$ cat src/rtl/button_pkg.sv
// button_pkg: shared types and default timing for the button conditioner.
// Default timings assume a 65 MHz system clock.
// Optional feature macro: BUTTON_CONDITIONER_AUTO_REPEAT_EN (uses rpt_state_e).
package button_pkg;

    // System clock the default timings are derived from.
    localparam int unsigned CLK_HZ_65MHZ        = 32'd65_000_000;

    // About 15.4 ms of stability before a new level is accepted.
    localparam int unsigned DB_COUNT_65MHZ      = CLK_HZ_65MHZ / 32'd65;

    // Hold for 0.5 s before the first auto-repeat pulse.
    localparam int unsigned REPEAT_DELAY_65MHZ  = CLK_HZ_65MHZ / 32'd2;

    // Then repeat every 100 ms while the button stays held.
    localparam int unsigned REPEAT_PERIOD_65MHZ = CLK_HZ_65MHZ / 32'd10;

    // Per-channel auto-repeat state.
    typedef enum logic [1:0] {
        RPT_IDLE   = 2'd0,
        RPT_DELAY  = 2'd1,
        RPT_REPEAT = 2'd2
    } rpt_state_e;

    // Larger of two timing constants; sizes the shared repeat timer.
    function automatic int unsigned max_u(input int unsigned a, input int unsigned b);
        return (a > b) ? a : b;
    endfunction

endpackage

$ cat src/rtl/button_conditioner_debounce_ch.sv
// debounce_ch: one button channel.
// It covers the 2-flop synchroniser, the stability counter, the clean level,
// and the registered rise/fall pulses.
// With BUTTON_CONDITIONER_AUTO_REPEAT_EN defined it also holds an auto-repeat FSM.
// Without that macro, repeat_o is tied low.
module debounce_ch
    import button_pkg::*;
#(
    parameter int unsigned DB_COUNT      = DB_COUNT_65MHZ,
    parameter int unsigned CNT_W         = $clog2(DB_COUNT + 32'd1),
    parameter int unsigned REPEAT_DELAY  = REPEAT_DELAY_65MHZ,
    parameter int unsigned REPEAT_PERIOD = REPEAT_PERIOD_65MHZ
) (
    input  logic clk_i,
    input  logic rst_ni,
    input  logic noisy_i,
    output logic clean_o,
    output logic rise_o,
    output logic fall_o,
    output logic repeat_o
);

    localparam logic [CNT_W-1:0] CNT_LAST = CNT_W'(DB_COUNT - 32'd1);
    localparam logic [CNT_W-1:0] CNT_ONE  = CNT_W'(32'd1);

    logic             meta_q;
    logic             sync_q;
    logic [CNT_W-1:0] cnt_q;
    logic [CNT_W-1:0] cnt_d;
    logic             clean_q;
    logic             clean_d;
    logic             rise_q;
    logic             rise_d;
    logic             fall_q;
    logic             fall_d;

    // Two-stage synchroniser bringing the asynchronous pin into clk_i.
    always_ff @(posedge clk_i or negedge rst_ni) begin
        if (!rst_ni) begin
            meta_q <= 1'b0;
            sync_q <= 1'b0;
        end else begin
            meta_q <= noisy_i;
            sync_q <= meta_q;
        end
    end

    // Stability counter: the level flips only after DB_COUNT consecutive
    // differing samples; any sample matching the clean level restarts it.
    always_comb begin
        clean_d = clean_q;
        cnt_d   = cnt_q;
        rise_d  = 1'b0;
        fall_d  = 1'b0;
        if (sync_q == clean_q) begin
            cnt_d = '0;
        end else if (cnt_q == CNT_LAST) begin
            clean_d = sync_q;
            cnt_d   = '0;
            rise_d  = sync_q;
            fall_d  = ~sync_q;
        end else begin
            cnt_d = cnt_q + CNT_ONE;
        end
    end

    // Counter, clean level and edge pulses.
    // Pulses are registered on the same edge as the level change.
    always_ff @(posedge clk_i or negedge rst_ni) begin
        if (!rst_ni) begin
            cnt_q   <= '0;
            clean_q <= 1'b0;
            rise_q  <= 1'b0;
            fall_q  <= 1'b0;
        end else begin
            cnt_q   <= cnt_d;
            clean_q <= clean_d;
            rise_q  <= rise_d;
            fall_q  <= fall_d;
        end
    end

    assign clean_o = clean_q;
    assign rise_o  = rise_q;
    assign fall_o  = fall_q;

`ifdef BUTTON_CONDITIONER_AUTO_REPEAT_EN
    localparam int unsigned TMR_W = $clog2(max_u(REPEAT_DELAY, REPEAT_PERIOD) + 32'd1);
    localparam logic [TMR_W-1:0] DELAY_LAST  = TMR_W'(REPEAT_DELAY - 32'd1);
    localparam logic [TMR_W-1:0] PERIOD_LAST = TMR_W'(REPEAT_PERIOD - 32'd1);
    localparam logic [TMR_W-1:0] TMR_ONE     = TMR_W'(32'd1);

    rpt_state_e       state_q;
    rpt_state_e       state_d;
    logic [TMR_W-1:0] tmr_q;
    logic [TMR_W-1:0] tmr_d;
    logic             rpt_q;
    logic             rpt_d;

    // Repeat FSM next state.
    // It keys off the next clean level, so the DELAY window starts on the rise edge itself.
    // A release cancels the FSM on the very edge the level drops.
    always_comb begin
        state_d = state_q;
        tmr_d   = tmr_q;
        rpt_d   = 1'b0;
        if (!clean_d) begin
            state_d = RPT_IDLE;
            tmr_d   = '0;
        end else begin
            case (state_q)
                RPT_IDLE: begin
                    tmr_d = '0;
                    if (rise_d) begin
                        state_d = RPT_DELAY;
                    end else begin
                        state_d = RPT_IDLE;
                    end
                end
                RPT_DELAY: begin
                    if (tmr_q == DELAY_LAST) begin
                        rpt_d   = 1'b1;
                        state_d = RPT_REPEAT;
                        tmr_d   = '0;
                    end else begin
                        tmr_d = tmr_q + TMR_ONE;
                    end
                end
                RPT_REPEAT: begin
                    if (tmr_q == PERIOD_LAST) begin
                        rpt_d = 1'b1;
                        tmr_d = '0;
                    end else begin
                        tmr_d = tmr_q + TMR_ONE;
                    end
                end
                default: begin
                    state_d = RPT_IDLE;
                    tmr_d   = '0;
                end
            endcase
        end
    end

    // Repeat FSM state, timer and registered repeat pulse.
    always_ff @(posedge clk_i or negedge rst_ni) begin
        if (!rst_ni) begin
            state_q <= RPT_IDLE;
            tmr_q   <= '0;
            rpt_q   <= 1'b0;
        end else begin
            state_q <= state_d;
            tmr_q   <= tmr_d;
            rpt_q   <= rpt_d;
        end
    end

    assign repeat_o = rpt_q;
`else
    assign repeat_o = 1'b0;
`endif

endmodule

$ cat src/rtl/button_conditioner.sv
// button_conditioner: multi-channel synchroniser, debouncer and edge pulser.
// It instantiates NUM_CH independent debounce_ch channels.
// Optional feature macro: BUTTON_CONDITIONER_AUTO_REPEAT_EN.
// It enables the per-channel auto-repeat pulses on repeat_pulse_out.
module button_conditioner
    import button_pkg::*;
#(
    parameter int unsigned NUM_CH        = 32'd5,
    parameter int unsigned DB_COUNT      = DB_COUNT_65MHZ,
    parameter int unsigned CNT_W         = $clog2(DB_COUNT + 32'd1),
    parameter int unsigned REPEAT_DELAY  = REPEAT_DELAY_65MHZ,
    parameter int unsigned REPEAT_PERIOD = REPEAT_PERIOD_65MHZ
) (
    input  logic              clk_in,
    input  logic              rst_in,
    input  logic [NUM_CH-1:0] noisy_in,
    output logic [NUM_CH-1:0] clean_out,
    output logic [NUM_CH-1:0] rise_pulse_out,
    output logic [NUM_CH-1:0] fall_pulse_out,
    output logic [NUM_CH-1:0] repeat_pulse_out,
    output logic              any_rise_out
);

    for (genvar ch = 0; ch < NUM_CH; ch++) begin : g_ch
        debounce_ch #(
            .DB_COUNT      (DB_COUNT),
            .CNT_W         (CNT_W),
            .REPEAT_DELAY  (REPEAT_DELAY),
            .REPEAT_PERIOD (REPEAT_PERIOD)
        ) u_ch (
            .clk_i    (clk_in),
            .rst_ni   (rst_in),
            .noisy_i  (noisy_in[ch]),
            .clean_o  (clean_out[ch]),
            .rise_o   (rise_pulse_out[ch]),
            .fall_o   (fall_pulse_out[ch]),
            .repeat_o (repeat_pulse_out[ch])
        );
    end

    // The inputs to this OR are registered pulses, so it needs no extra flop stage.
    assign any_rise_out = |rise_pulse_out;

endmodule

$ cat config.mk
export PLATFORM = sky130hd
export DESIGN_NAME = button_conditioner
export DESIGN_NICKNAME = d
export VERILOG_FILES = /design/src/rtl/button_pkg.sv /design/src/rtl/button_conditioner_debounce_ch.sv /design/src/rtl/button_conditioner.sv
export SDC_FILE = /design/constraint.sdc
export NUM_CORES = 1
export LEC_CHECK = 0
export BUFFER_PORTS_ARGS = -buffer_cell sky130_fd_sc_hd__buf_2
export CAP_MARGIN = 0
export CORE_UTILIZATION = 60
export CTS_BUF_LIST = sky130_fd_sc_hd__clkbuf_8
export DETAILED_ROUTE_END_ITERATION = 6
export PLACE_DENSITY = 0.78
export SKIP_LAST_GASP = 1
export SLEW_MARGIN = 40
export SYNTH_ARGS = -nofsm -noshare
export SYNTH_HDL_FRONTEND = slang
export SYNTH_HIERARCHICAL = 1
export SYNTH_SLANG_ARGS = --single-unit
$ cat constraint.sdc
create_clock -name clk_in -period 2.9 [get_ports clk_in]
set_clock_uncertainty 0.1 [all_clocks]
set_input_delay 0.29 -clock clk_in [delete_from_list [all_inputs] [get_ports clk_in]]
set_output_delay 0.29 -clock clk_in [all_outputs]
set_load 0.03 [all_outputs]
==> summary.txt, run 1 <==
==========================================================================================
Post-Route Setup TNS                                                                  0 ns
Largest net degree at the start of global routing                                       63
End point of the worst hold path                                              g_ch[0].u_ch/sync_q$_DFF_PN0_
Number of search-and-repair iterations in the first detailed-routing pass                5
Clock power share                                                                    46.8%
Share of flip-flops with an asynchronous set or reset after synthesis                 100%
Crit path time final                                                               2.30 ns
Number of non-filler instances in the completed layout                                 755
Number of clock sinks                                                                  125
Maximum capacitance violations                                                           0
Count of flip-flops with a built-in enable after synthesis                               0
Worst min-delay path category                                                   reg -> reg
Post-cts repair resize count                                                             0
# hold bufs at CTS                                                                       6
Internal                                                                           2.82 mW
Setup slack of the most critical reg-to-reg path                                   0.60 ns
Power per standard cell area                                                   544 nW/um^2
Count leader, synth                                                           sky130_fd_sc_hd__dfrtp_1
Final critical-path share of the clock period                                        79.3%
Number of buffers inserted by port buffering                                            22
Count of buffers added by post-CTS timing repair for setup                               0
Insertion delay to the later sink of the worst-skew pair                           0.43 ns
Final Core Density                                                                   70.1%
DP HPWL                                                                            7490 um
Classification of the worst setup path                                          reg -> reg
Worst Hold Path Cells                                                                    0
Remaining antenna violation count                                                        0
Num ports                                                                               28
Chip width                                                                          101 um
Total standard cell area after synthesis                                         5940 um^2
Total nets after synthesis                                                             605
Final net count                                                                        626
Synth top area share                                                                 52.7%
Worst slew margin relative to its limit                                              63.1%
Startpoint type of the worst setup path                                           register
Reg2Reg Depth                                                                            5
Clock edge transition at the registers on the reported setup and hold paths        0.07 ns
WP data arrival                                                                    2.55 ns
Residual DRC count                                                                       0
Reg power frac                                                                       49.9%
Part of the Yosys area used for sequential elements                                  52.7%
Max clock buf depth                                                                      2
GR Overflow Total                                                                        0
Run status                                                                    finished, final reports clean
Gate Count Post-Synth                                                                  593
Cell taking the most area after synthesis                                     sky130_fd_sc_hd__dfrtp_1
Placement Rows                                                                          35
Max Slew Vio Count                                                                       0
Routed WL per cell                                                                 14.5 um
Synthesis Warnings                                                                       6
H-tree depth reported by CTS                                                             4
Maximum vdd ir drop                                                                 571 uV
Number of unique standard cell types used by synthesis                                  31
Antenna violations before repair                                                         0
Top_reg_cell synth                                                            sky130_fd_sc_hd__dfrtp_1
Switching power                                                                   0.768 mW
Total core area                                                                  9420 um^2
Required time of the critical path                                                 3.15 ns
Initial Utilization                                                                  63.1%
Chip height                                                                         101 um
Gate power share                                                                      3.2%
Via count of the first global-routing pass                                            4220
Number of buffers added by the clock tree synthesis step                                17
Number of hold violations in the final report                                            0
Ratio of cells with drive above 1 in the final layout                                17.9%
Leading post-synthesis cells by instance count                                sky130_fd_sc_hd__dfrtp_1 (125), sky130_fd_sc_hd__nor2_1 (66), sky130_fd_sc_hd__nand3_1 (40)
Number of flip-flops and latches in the synthesized netlist                            125
TritonCTS clock tree                                                                 built
Unrepaired setup endpoints after global routing                                      false
Fraction of power spent switching nets                                               21.4%
Total Routing Usage GR                                                               23.8%
Cell count after placement                                                             718
Capture point of the worst reg-to-reg path                                    g_ch[2].u_ch/cnt_q[18]$_DFF_PN0_
Reg-to-reg startpoint                                                         g_ch[2].u_ch/cnt_q[0]$_DFF_PN0_
Final setup viols                                                                        0
Total wire length                                                                 10900 um
Area of the die                                                                 10300 um^2
Actual transition at the worst max-transition pin                                 0.554 ns
Antenna diode instance count                                                             0
Main area contributors after synthesis                                        sky130_fd_sc_hd__dfrtp_1 (53%), sky130_fd_sc_hd__xnor2_1 (4.4%), sky130_fd_sc_hd__nor2_1 (4.2%)
Leak Pwr                                                                           2.73 nW
Endpoint type of the worst setup path                                             register
Maximum fanout along the worst path                                                      8
Placement Setup Slack                                                             0.640 ns
Post-DR vias/cell                                                                     5.73
Hold wc startpoint                                                            g_ch[0].u_ch/meta_q$_DFF_PN0_
Synthesized area per cell                                                        10.0 um^2
Clock Root Buffer                                                             sky130_fd_sc_hd__clkbuf_8
Area Growth Syn to Fin                                                               11.1%
Final weighted congestion in routability-driven placement                            0.769
Drt first-iter violations                                                              181
Worst Setup Slack, final                                                          0.599 ns
Vias after detailed routing                                                           4329
Wire length of the first global-routing pass                                      18800 um
Upper clock frequency limit                                                      0.435 GHz
==========================================================================================
==> power by group through the flow <==
stage / combinational, mW / sequential, mW / clock, mW
detailed placement: 0.113 / 1.83 / 0
global route: 0.136 / 1.80 / 1.80
floorplan: 0.0685 / 1.82 / 0
finish: 0.117 / 1.79 / 1.68
CTS: 0.120 / 1.79 / 1.74
global placement: 0.110 / 1.82 / 0
==> critical path, cell delays in order, from the launching register on <==
cell,delay [ns]
sky130_fd_sc_hd__dfrtp_1,0.41
sky130_fd_sc_hd__ha_1,0.25
sky130_fd_sc_hd__nand2_1,0.11
sky130_fd_sc_hd__or4_1,0.66
sky130_fd_sc_hd__or4_4,0.54
sky130_fd_sc_hd__a21oi_2,0.16
==> how the worst max path moves through the flow <==
stage	start	end	slack, ns
2_1_floorplan	g_ch[0].u_ch/cnt_q[0]$_DFF_PN0_	g_ch[0].u_ch/cnt_q[18]$_DFF_PN0_	0.82
3_3_place_gp	g_ch[3].u_ch/cnt_q[0]$_DFF_PN0_	g_ch[3].u_ch/cnt_q[18]$_DFF_PN0_	0.69
3_5_place_dp	g_ch[2].u_ch/cnt_q[0]$_DFF_PN0_	g_ch[2].u_ch/cnt_q[18]$_DFF_PN0_	0.64
4_1_cts	g_ch[2].u_ch/cnt_q[12]$_DFF_PN0_	g_ch[2].u_ch/cnt_q[3]$_DFF_PN0_	0.61
5_1_grt	g_ch[2].u_ch/cnt_q[12]$_DFF_PN0_	g_ch[2].u_ch/cnt_q[3]$_DFF_PN0_	0.48
6_report	g_ch[2].u_ch/cnt_q[0]$_DFF_PN0_	g_ch[2].u_ch/cnt_q[18]$_DFF_PN0_	0.60
==> sequential cells by signal, indices dropped and copies added, names as in the netlist <==
name	cells
g_ch.u_ch/fall_o	5
g_ch.u_ch/rise_o	5
g_ch.u_ch/cnt_q	100
g_ch.u_ch/sync_q	5
g_ch.u_ch/clean_o	5
g_ch.u_ch/meta_q	5
==> metrics by stage <==
stage	area, um^2	total power, mW	hold slack, ns
floorplan	5940	1.89	-0.106
global placement	6080	1.93	0.234
detailed placement	6080	1.94	0.235
CTS	6600	3.65	0.252
global route	6600	3.73	0.257
finish	6600	3.59	0.249
==> final cells by class <==
cell class                      instances  area, um^2
Tap cell                              129         161
Fill cell                             713        2820
Multi-Input combinational cell        408        2540
Timing Repair Buffer                   32         206
Sequential cell                       125        3130
Clock buffer                           21         289
Clock inverter                         10         161
Inverter                               30         113
==> per-layer routing <==
layer  vias up  track usage, %  part of all wire, %
li1       2105               -                    -
met1      2132            29.6                   45
met2        78            39.8                   50
met3        14            6.69                  3.4
met4         0            8.92                  1.2
met5         -               0                    0
==> cells in the final DEF, fill, tap and decap left out, types with 25 or more instances in the layout <==
| master | count |
|---|---|
| sky130_fd_sc_hd__o21ai_0 | 25 |
| sky130_fd_sc_hd__or4_1 | 30 |
| sky130_fd_sc_hd__nor2_1 | 66 |
| sky130_fd_sc_hd__dfrtp_1 | 125 |
| sky130_fd_sc_hd__nand2_1 | 26 |
| sky130_fd_sc_hd__a21oi_1 | 35 |
| sky130_fd_sc_hd__xor2_1 | 25 |
| sky130_fd_sc_hd__xnor2_1 | 30 |
| sky130_fd_sc_hd__inv_1 | 30 |
| sky130_fd_sc_hd__nand3_1 | 40 |
==> kinds of logic after synthesis <==
logic type | synth area share (%)
AOI/OAI and AO/OA | 8.43
xor gates and xnor gates | 8.11
adders and majority gates | 1.05
buffers and inverters | 4.53
DFF | 52.7
muxes | 0.948
other | 0.316
and+or+nand+nor | 23.9
Power figures use the tool's default switching activity.
==> run 2: changes to the inputs <==
- clock period: 2.9 -> 2.3 ns (I/O delays scaled with it)
==> summary.txt, run 2 (synthesis results as in run 1) <==
==========================================================================================
Run status                                                                    finished, final reports clean
Ratio of cells with drive above 1 in the final layout                                19.5%   +1.6 points
Chip height                                                                         101 um   unchanged
Number of non-filler instances in the completed layout                                 759   +0.53%
DP HPWL                                                                            7410 um   -0.98%
Residual DRC count                                                                       0   unchanged
Final setup viols                                                                        0   unchanged
Internal                                                                           3.20 mW   +13%
Insertion delay to the later sink of the worst-skew pair                           0.43 ns   about the same
Total core area                                                                  9420 um^2   unchanged
Wire length of the first global-routing pass                                      19000 um   +1.2%
Crit path time final                                                               2.19 ns   -0.111 ns
Final weighted congestion in routability-driven placement                            0.846   +10%
Cell count after placement                                                             722   +0.56%
Total Routing Usage GR                                                               24.0%   +0.18 points
Area Growth Syn to Fin                                                               11.3%   about the same
Largest net degree at the start of global routing                                       59   -6.3%
Total wire length                                                                 11000 um   +1.2%
Number of buffers and inverters on the critical path                                     0   unchanged
Upper clock frequency limit                                                      0.457 GHz   +5.1%
Max Slew Vio Count                                                                       0   unchanged
Remaining antenna violation count                                                        0   unchanged
Leak Pwr                                                                           2.73 nW   about the same
Routed WL per cell                                                                 14.6 um   +0.64%
Number of buffers inserted by port buffering                                            22   unchanged
Number of search-and-repair iterations in the first detailed-routing pass                4   -1
Cell at the slowest stage of the critical path                                sky130_fd_sc_hd__or4_1
Reg2Reg Depth                                                                            4   -1
Area of the die                                                                 10300 um^2   unchanged
WP data arrival                                                                    2.40 ns   -0.15 ns
Required time of the critical path                                                 2.51 ns   -0.64 ns
Number of flip-flops under the largest register name                                   100   unchanged
Post-Route Setup TNS                                                                  0 ns   unchanged
Setup slack of the most critical reg-to-reg path                                   0.11 ns   -0.49 ns
Top library cells by usage in the layout, fill and taps aside                 sky130_fd_sc_hd__dfrtp_1 (125), sky130_fd_sc_hd__nor2_1 (66), sky130_fd_sc_hd__nand3_1 (40), sky130_fd_sc_hd__a21oi_1 (35)
Final critical-path share of the clock period                                        95.2%   +16 points
Fillers                                                                                694   -2.7%
Vias after detailed routing                                                           4318   -0.25%
Clock Root Buffer                                                             sky130_fd_sc_hd__clkbuf_8
H-tree depth reported by CTS                                                             4   unchanged
Number of clock sinks                                                                  125   unchanged
Max clock buf depth                                                                      2   unchanged
Number of hold violations in the final report                                            0   unchanged
Chip width                                                                          101 um   unchanged
Initial Utilization                                                                  63.1%   unchanged
Capture point of the worst reg-to-reg path                                    g_ch[0].u_ch/clean_o$_DFFE_PN0P_
Num ports                                                                               28   unchanged
GR Overflow Total                                                                        0   unchanged
Clock edge transition at the registers on the reported setup and hold paths        0.07 ns   about the same
Number of buffers added by the clock tree synthesis step                                17   unchanged
Startpoint type of the worst setup path                                           register
TritonCTS clock tree                                                                 built
Unrepaired setup endpoints after global routing                                      false
Post-DR vias/cell                                                                     5.69   -0.78%
Drt first-iter violations                                                              232   +28%
Via count of the first global-routing pass                                            4206   -0.33%
Seq. cell area                                                                   3130 um^2   unchanged
Fraction of power spent switching nets                                               23.1%   +1.7 points
Antenna violations before repair                                                         0   unchanged
Maximum capacitance violations                                                           0   unchanged
Worst min-delay path category                                                  in -> async
Final net count                                                                        630   +0.64%
Endpoint type of the worst setup path                                             register
Gate power share                                                                      3.7%   +0.5 points
Reg-to-reg startpoint                                                         g_ch[0].u_ch/cnt_q[12]$_DFF_PN0_
Maximum single-stage delay on the critical path                                    0.55 ns   -0.11 ns
Maximum vdd ir drop                                                                 416 uV   -27%
Crit path max-delay family                                                    simple AND/OR/NAND/NOR gates
Area of the multi-input gates                                                    2590 um^2   +1.9%
Clock power share                                                                    41.9%   -4.9 points
Placement Rows                                                                          35   unchanged
Most frequent standard cell in the layout excluding fill and tap cells        sky130_fd_sc_hd__dfrtp_1
Classification of the worst setup path                                          reg -> reg
Antenna diode instance count                                                             0   unchanged
Ordered cell list for the critical path                                       or4_1 > nor4_1 > nand3_1 > mux2_2
Top reg by flops                                                              g_ch.u_ch/cnt_q
Power per standard cell area                                                   630 nW/um^2   +16%
Maximum fanout along the worst path                                                      6   -2
Reg power frac                                                                       54.3%   +4.4 points
Switching power                                                                   0.960 mW   +25%
==========================================================================================
run 2: worst max path at each step:
stage | from | end | cells past startpoint
floorplan | g_ch[0].u_ch/cnt_q[0]$_DFF_PN0_ | g_ch[0].u_ch/cnt_q[18]$_DFF_PN0_ | 6
global placement | g_ch[1].u_ch/cnt_q[13]$_DFF_PN0_ | g_ch[1].u_ch/rise_o$_DFF_PN0_ | 4
detailed placement | g_ch[3].u_ch/cnt_q[0]$_DFF_PN0_ | g_ch[3].u_ch/cnt_q[18]$_DFF_PN0_ | 5
CTS | g_ch[1].u_ch/cnt_q[0]$_DFF_PN0_ | g_ch[1].u_ch/cnt_q[16]$_DFF_PN0_ | 5
global route | g_ch[0].u_ch/cnt_q[13]$_DFF_PN0_ | g_ch[0].u_ch/clean_o$_DFFE_PN0P_ | 4
finish | g_ch[0].u_ch/cnt_q[12]$_DFF_PN0_ | g_ch[0].u_ch/clean_o$_DFFE_PN0P_ | 4
run 2: layer usage:
layer	wire [um]	track usage [%]	share of wire, %	up-vias
li1	-	-	-	2112
met4	141	8.58	1.3	0
met3	408	7.04	3.7	13
met1	5070	31.2	46	2123
met2	5420	38.5	49	70
met5	0	0	0	-
run 2: final cells by class:
cell class,count,share of cell area [%]
clock inverters,11,1.42
inverters,30,1.70
well taps,129,2.44
repair buffers,36,3.71
flip-flops and latches,125,47.4
multi-input cells,408,39.2
clock buffers,20,4.17
run 2: repair_timing:
item	4_1_cts	5_1_grt
setup buffers	0	0
endpoints found under the hold margin	130	0
hold buffers	6	0
resized for setup	0	9
setup endpoints to repair	0	25
run 2: stage by stage:
| stage | setup WS (ns) | utilization, % | power (mW) | instance area [um^2] | hold slack, ns |
|---|---|---|---|---|---|
| after global placement | 0.123 | 65.1 | 2.44 | 6130 | 0.0235 |
| after global routing | 0.000242 | 70.2 | 4.33 | 6610 | 0.122 |
| after CTS | 0.0307 | 69.6 | 4.21 | 6560 | 0.107 |
| after floorplan | 0.220 | - | 2.38 | 5940 | -0.166 |
| final | 0.111 | 70.2 | 4.16 | 6610 | 0.120 |
| after detailed placement | 0.0638 | 65.1 | 2.45 | 6130 | 0.0266 |
run 2: power by group through the flow:
stage	combinational, mW	clock [mW]	sequential [mW]
after detailed placement	0.148	0	2.30
after floorplan	0.0863	0	2.30
final	0.155	1.75	2.26
after global placement	0.146	0	2.30
after CTS	0.158	1.79	2.26
after global routing	0.180	1.88	2.27
